**src/rtl/exhaustive_stim_sequencer.sv**
```systemverilog
// Exhaustive stimulus sequencer: sweeps every WIDTH-bit vector with a start/done handshake
// and counts sampled responses with bit 0 high. Optional MISR signature under STIM_SIG_EN.
module exhaustive_stim_sequencer #(
   parameter int WIDTH  = 3,
   parameter int HOLD   = 10,
   parameter int RESP_W = 1
) (
   input  logic              clk,
   input  logic              rst,
   input  logic              start,
   input  logic              abort,
   input  logic [RESP_W-1:0] resp_in,
   output logic [WIDTH-1:0]  vec_out,
   output logic              vec_valid,
   output logic              busy,
   output logic              done,
   output logic [WIDTH:0]    ones_cnt,
   output logic [15:0]       sig_out
);

   localparam int HW = (HOLD > 1) ? $clog2(HOLD) : 1;
   localparam logic [WIDTH-1:0] VEC_LAST  = {WIDTH{1'b1}};
   localparam logic [HW-1:0]    HOLD_LAST = HW'(HOLD - 1);

   typedef enum logic [1:0] {
      IDLE  = 2'd0,
      DRIVE = 2'd1,
      DONE  = 2'd2
   } state_t;

   state_t          state_r, state_s;
   logic [WIDTH-1:0] vec_r, vec_s;
   logic [HW-1:0]    hold_r, hold_s;
   logic [WIDTH:0]   ones_r, ones_s;
   logic             vec_valid_r, busy_r, done_r;
   logic             start_acc_s, sample_s;

   // Next-state, counter and sample-strobe decode
   always_comb begin
      state_s     = state_r;
      vec_s       = vec_r;
      hold_s      = hold_r;
      ones_s      = ones_r;
      start_acc_s = 1'b0;
      sample_s    = 1'b0;
      case (state_r)
         IDLE: begin
            if (start) begin
               state_s     = DRIVE;
               vec_s       = {WIDTH{1'b0}};
               hold_s      = {HW{1'b0}};
               ones_s      = {(WIDTH+1){1'b0}};
               start_acc_s = 1'b1;
            end else begin
               vec_s       = {WIDTH{1'b0}};
            end
         end
         DRIVE: begin
            // abort beats the final sample edge, so that sample is never counted
            if (abort) begin
               state_s = IDLE;
               vec_s   = {WIDTH{1'b0}};
               hold_s  = {HW{1'b0}};
            end else if (hold_r == HOLD_LAST) begin
               sample_s = 1'b1;
               ones_s   = ones_r + {{WIDTH{1'b0}}, resp_in[0]};
               hold_s   = {HW{1'b0}};
               if (vec_r == VEC_LAST) begin
                  state_s = DONE;
               end else begin
                  vec_s   = vec_r + WIDTH'(1);
               end
            end else begin
               hold_s = hold_r + HW'(1);
            end
         end
         DONE: begin
            state_s = IDLE;
            vec_s   = {WIDTH{1'b0}};
            hold_s  = {HW{1'b0}};
         end
         default: begin
            state_s = IDLE;
            vec_s   = {WIDTH{1'b0}};
            hold_s  = {HW{1'b0}};
         end
      endcase
   end

   // State and registered handshake outputs
   always_ff @(posedge clk) begin
      if (rst) begin
         state_r     <= IDLE;
         vec_r       <= {WIDTH{1'b0}};
         hold_r      <= {HW{1'b0}};
         ones_r      <= {(WIDTH+1){1'b0}};
         vec_valid_r <= 1'b0;
         busy_r      <= 1'b0;
         done_r      <= 1'b0;
      end else begin
         state_r     <= state_s;
         vec_r       <= vec_s;
         hold_r      <= hold_s;
         ones_r      <= ones_s;
         vec_valid_r <= (state_s == DRIVE);
         busy_r      <= (state_s != IDLE);
         done_r      <= (state_s == DONE);
      end
   end

   assign vec_out   = vec_r;
   assign vec_valid = vec_valid_r;
   assign busy      = busy_r;
   assign done      = done_r;
   assign ones_cnt  = ones_r;

`ifdef STIM_SIG_EN
   logic [15:0] sig_r;

   function automatic logic [15:0] misr_next(input logic [15:0] sig,
                                             input logic [RESP_W-1:0] resp);
      return {sig[14:0], sig[15] ^ sig[11] ^ sig[4]} ^ 16'(resp);
   endfunction

   // Response signature: seeded on start, folded once per sample edge
   always_ff @(posedge clk) begin
      if (rst) begin
         sig_r <= 16'h0000;
      end else if (start_acc_s) begin
         sig_r <= 16'hFFFF;
      end else if (sample_s) begin
         sig_r <= misr_next(sig_r, resp_in);
      end else begin
         sig_r <= sig_r;
      end
   end

   assign sig_out = sig_r;
`else
   assign sig_out = 16'h0000;
`endif

endmodule

```
**config.mk**
```make
export PLATFORM = sky130hd
export DESIGN_NAME = exhaustive_stim_sequencer
export DESIGN_NICKNAME = d
export VERILOG_FILES = /design/src/rtl/exhaustive_stim_sequencer.sv
export SDC_FILE = /design/constraint.sdc
export NUM_CORES = 1
export LEC_CHECK = 0
export CAP_MARGIN = 0
export CORE_MARGIN = 2
export CORE_UTILIZATION = 41
export CTS_BUF_LIST = sky130_fd_sc_hd__clkbuf_4
export DETAILED_ROUTE_END_ITERATION = 12
export GPL_TIMING_DRIVEN = 0
export PLACE_DENSITY = 0.77
export SLEW_MARGIN = 15
export SYNTH_ARGS = -nofsm -noshare
export SYNTH_HDL_FRONTEND = slang
export SYNTH_SLANG_ARGS = --single-unit
```
**constraint.sdc**
```tcl
create_clock -name clk -period 1.46 [get_ports clk]
set_clock_uncertainty 0.1 [all_clocks]
set_input_delay 0.219 -clock clk [delete_from_list [all_inputs] [get_ports clk]]
set_output_delay 0.219 -clock clk [all_outputs]
set_load 0.02 [all_outputs]
```
== After elaboration in Yosys (flattened, before gate mapping) ==
Index checks and enable logic that the tools add are counted.
Word-level totals
  input bits: 5
  register bits after elaboration: 16
  output and inout bits: 26
  logic and storage cells: 38
Operators by class
  mux-type cells: 12
  reductions and logical operators: 6
  $add $sub $neg: 3
  bitwise logic cells: 2
  eq/ne operators: 8
Operator list (count)
  two-way mux 4 bit: 5
  one-hot mux 4 bit (2 select lines): 2
  two-way mux 2 bit: 4
  inequality test 2 bit, second input constant: 3
  adder 4 x 1 -> 4 bit: 1
  adder 4 x 1 -> 4 bit, second input constant: 1
  equality test 2 x 1 -> 1 bit, second input constant: 2
  equality test 4 bit, second input constant: 1
  one-hot mux 2 bit (2 select lines): 1
  AND reduction 4 bit: 1
  nonzero test 2 bit: 2
  adder 3 x 1 -> 3 bit, second input constant: 1
  equality test 3 bit, second input constant: 1
  OR reduction 3 bit: 1
  equality test 2 bit, second input constant: 1
  zero test 2 bit: 1
  inverter 1 bit: 2
  AND reduction 2 bit: 1

== Logic depth before layout (Yosys ltp) ==
  word-level depth: 6
  mapped depth: 6
  depth with buffers taken out: 6

== Least setup slack after synthesis ==
Ideal clock, no wire load.
  kind: register to register
  start: register hold_r[0]
  end: register ones_r[3], in the netlist ones_cnt[3]
  buffers on the path: 0
  setup slack: -89 ps
  library setup time: 119 ps
  period minus slack after synthesis: 1549 ps
  stages on the path, launching flop included: 6
  required time: 1241 ps
  data arrival time: 1330 ps
  path through: dfxtp_1 ha_1 nand3b_4 a221oi_4 nand4_1 mux2i_1
Between the ends
  longest elaborated chain between the ends: 3
RTL lines
  from (decl): RTL line 33  | logic [HW-1:0] hold_r, hold_s;
  from (signal assigned): RTL line 95  | hold_r <= {HW{1'b0}};
  from (signal assigned): RTL line 103  | hold_r <= hold_s;
  equality test 4 bit: RTL line 64  | end else if (hold_r == HOLD_LAST) begin
  inequality test 2 bit (no source line)
  AND reduction 4 bit (no source line)
  to (signal assigned): RTL line 96  | ones_r <= {(WIDTH+1){1'b0}};
  to (signal assigned): RTL line 104  | ones_r <= ones_s;
  to (decl): RTL line 34  | logic [WIDTH:0] ones_r, ones_s;
No other way between the ends.
A chain may end at the register's enable or synchronous reset.

== Worst setup path after layout ==
  start: register hold_r[1]
  end: register ones_r[3], in the netlist ones_cnt[3]
The elaborated chain is that of the path after synthesis.

==> reports/results.txt <==
status: finished with violations
failing checks: negative setup slack
worst vdd ir: 0.000422 V
combinational power share: 19.7%
Pwr per Cell Area: 722 nW/um^2
dpl ws: -0.317 ns
Seq pwr share: 51.8%
multi-input logic area: 518 um^2
Pleak: 0.609 nW
Int Pwr: 0.624 mW
Top FF cell, synth: dfxtp_1
R2R cell count: 6
Final Hold Viols: 0
Nets: 148
ANT cells: 0
Crit. End Element: register
DP Wirelength: 1150 um
post-placement cell area: 1120 um^2
drt wl/cell: 9.73 um
final WL: 1590 um
hold path depth: 2
fmax: 678 MHz
via count: 730
Cell Area, Synth: 885 um^2
Switch Pwr: 0.249 mW
commonest cells in the netlist: 16 x buf_4, 16 x dfxtp_1, 10 x nand2_1
Residual DRC: 0
max cap viols: 0
Distinct cells, synth: 28
Worst R2R Start: hold_r[1]
Finished Cell Area: 1210 um^2
CTS H-tree lvls: 1
post-route setup slack: -0.0160 ns
Synth area leaders: dfxtp_1 36%, buf_4 14%, ha_1 8.5%
CTS tree: done
worst reg2reg endpoint: ones_cnt[3]
Syn Inst Count: 97
core area: 2000 um^2
Worst EP arrival: 1.57 ns
reg-to-reg slack, setup: -0.02 ns
first-pass GRT wire length: 2730 um
clock share of power: 28.5%
vias in the first global route: 630
Die Height: 50.5 um
setup repair after global routing missed its margin: yes
startpoint types: register
initial core utilization: 44.2%
area growth from synthesis to layout: 36.5%
GRT Resource Usage Total: 14.2%
ys async rst share: 0%
initial antenna violation count: 0
total congestion overflow: 0
total CTS buffers: 3
hold_sp: rst
worst min-delay path class: in -> reg
row cnt: 16
share of layout cells above drive strength 1: 28.7%
DR iter-0 viols: 13
DR pass1 iterations: 4
largest net degree at the start of global routing: 10
FF/Latch Area: 328 um^2
Crit path required time: 1.55 ns
WS Path Type: reg -> reg
crit-path max FO: 5
gpl congestion: 0.729
post-route minimum period: 1.48 ns
Sw Share: 28.5%
final period utilization: 101%
Post-synth EDFFs: 0
clk slew on worst S/H paths: 0.10 ns
post-DR vias/cell: 4.48
root buffer cell: clkbuf_4
register area share after synthesis: 36.2%
clk_lat worst skew: 0.29 ns
area leader, netlist: dfxtp_1
Clock Path Buffers: 2
Yosys top cell area share: 36.2%
Final setup viols: 2
Synth Register Bits: 16
clk sinks: 16
# fillers: 187
port bufs: 13
Hold Crit Endpoint: hold_r[1]
die area: 2550 um^2
chip width: 50.5 um
Yosys warning count: 0
I/O Pins: 31
fin. max-slew vios: 0
syn avg cell area: 9.12 um^2
CP startpoint: hold_r[1]
Final ANT Viol Nets: 0
worst max path at each step:
| stage | slack [ns] | depth (start not counted) | end |
|---|---|---|---|
| 6_report | -0.02 | 6 | ones_cnt[3] |
| 3_3_place_gp | -0.31 | 5 | ones_cnt[3] |
| 4_1_cts | -0.03 | 7 | ones_cnt[0] |
| 2_1_floorplan | 0.003 | 6 | ones_cnt[3] |
| 3_5_place_dp | -0.32 | 5 | ones_cnt[3] |
| 5_1_grt | -0.1 | 6 | ones_cnt[3] |
placed cells by master, fill, tap and decap left out, types with 2 or more instances in the layout:
master and instances:
conb_1 16, o21ai_0 2, ha_1 5, dfxtp_2 3
dfxtp_1 12, a21oi_1 2, nand3b_1 2, nand2_1 10
clkbuf_4 3, buf_4 23, nand2b_1 4, o21ai_1 2
clkdlybuf4s50_1 3, mux2i_1 2, nand4_1 2, nand3_1 3
and2_1 3, nor2_1 6, dlygate4sd2_1 10, a31oi_1 2
nand3_2 2
logic make-up after synthesis:
family / Yosys count / synth area share [%]
AO/OA/AOI/OAI: 14 / 12.0
XOR/XNOR: 1 / 0.990
flip-flops: 16 / 36.2
buffers and inverters: 19 / 14.9
other: 1 / 0.424
adder cells (fa/ha/maj): 6 / 8.49
AND/OR/NAND/NOR: 38 / 24.8
multiplexers: 2 / 2.26
routing by layer:
| metal | up-vias | track usage, % | part of all wire (%) |
|---|---|---|---|
| met5 | - | 0 | 0 |
| met4 | 0 | 9.46 | 1.7 |
| met3 | 3 | 1.79 | 5.7 |
| met2 | 27 | 23.5 | 49 |
| met1 | 319 | 17.1 | 44 |
| li1 | 381 | - | - |
worst max-delay path: stages (launching register included):
cell	delay (ns)
dfxtp_2	0.33
inv_2	0.06
ha_4	0.13
nand3b_4	0.10
a221oi_4	0.36
nand4_1	0.15
mux2i_1	0.14
layout make-up:
cell class | instances | area share, %
plain buffers | 17 | 10.3
flip-flops and latches | 16 | 27.2
inverters | 2 | 0.622
clock buffers | 3 | 1.87
well taps | 27 | 2.80
clock inverters | 1 | 0.311
multi-input cells | 77 | 42.9
repair buffers | 20 | 14.1
power by group through the flow:
stage / Clock, mW / Combinational [mW] / Sequential, mW
final: 0.249 / 0.172 / 0.452
after CTS: 0.255 / 0.167 / 0.452
after global routing: 0.274 / 0.186 / 0.453
after floorplan: 0 / 0.115 / 0.470
after global placement: 0 / 0.151 / 0.464
after detailed placement: 0 / 0.154 / 0.464
flip-flops by register name, indices dropped and copies added (netlist names):
register   flops
state_r        2
vec_valid      1
ones_cnt       4
busy           1
hold_r         4
done           1
vec_out        3
through the flow:
stage                     util [%]  hold WS, ns  setup TNS (ns)  power [mW]  instances
after floorplan                  -        0.340               0       0.585        112
after global placement        55.9        0.356           -1.34       0.615        152
after detailed placement      55.9        0.372           -1.46       0.618        152
after CTS                     59.7        0.168         -0.0716       0.873        163
after global routing          60.3        0.212          -0.313       0.913        163
final                         60.3        0.176         -0.0163       0.872        163
what timing repair did:
| item | in CTS | in global routing |
|---|---|---|
| pin swaps | 5 | 2 |
| gates resized for setup | 14 | 5 |
| setup endpoints to repair | 15 | 6 |
| setup buffers | 7 | 0 |
| hold buffers | 0 | 0 |
Note: power is estimated with default switching activity, not from simulation.
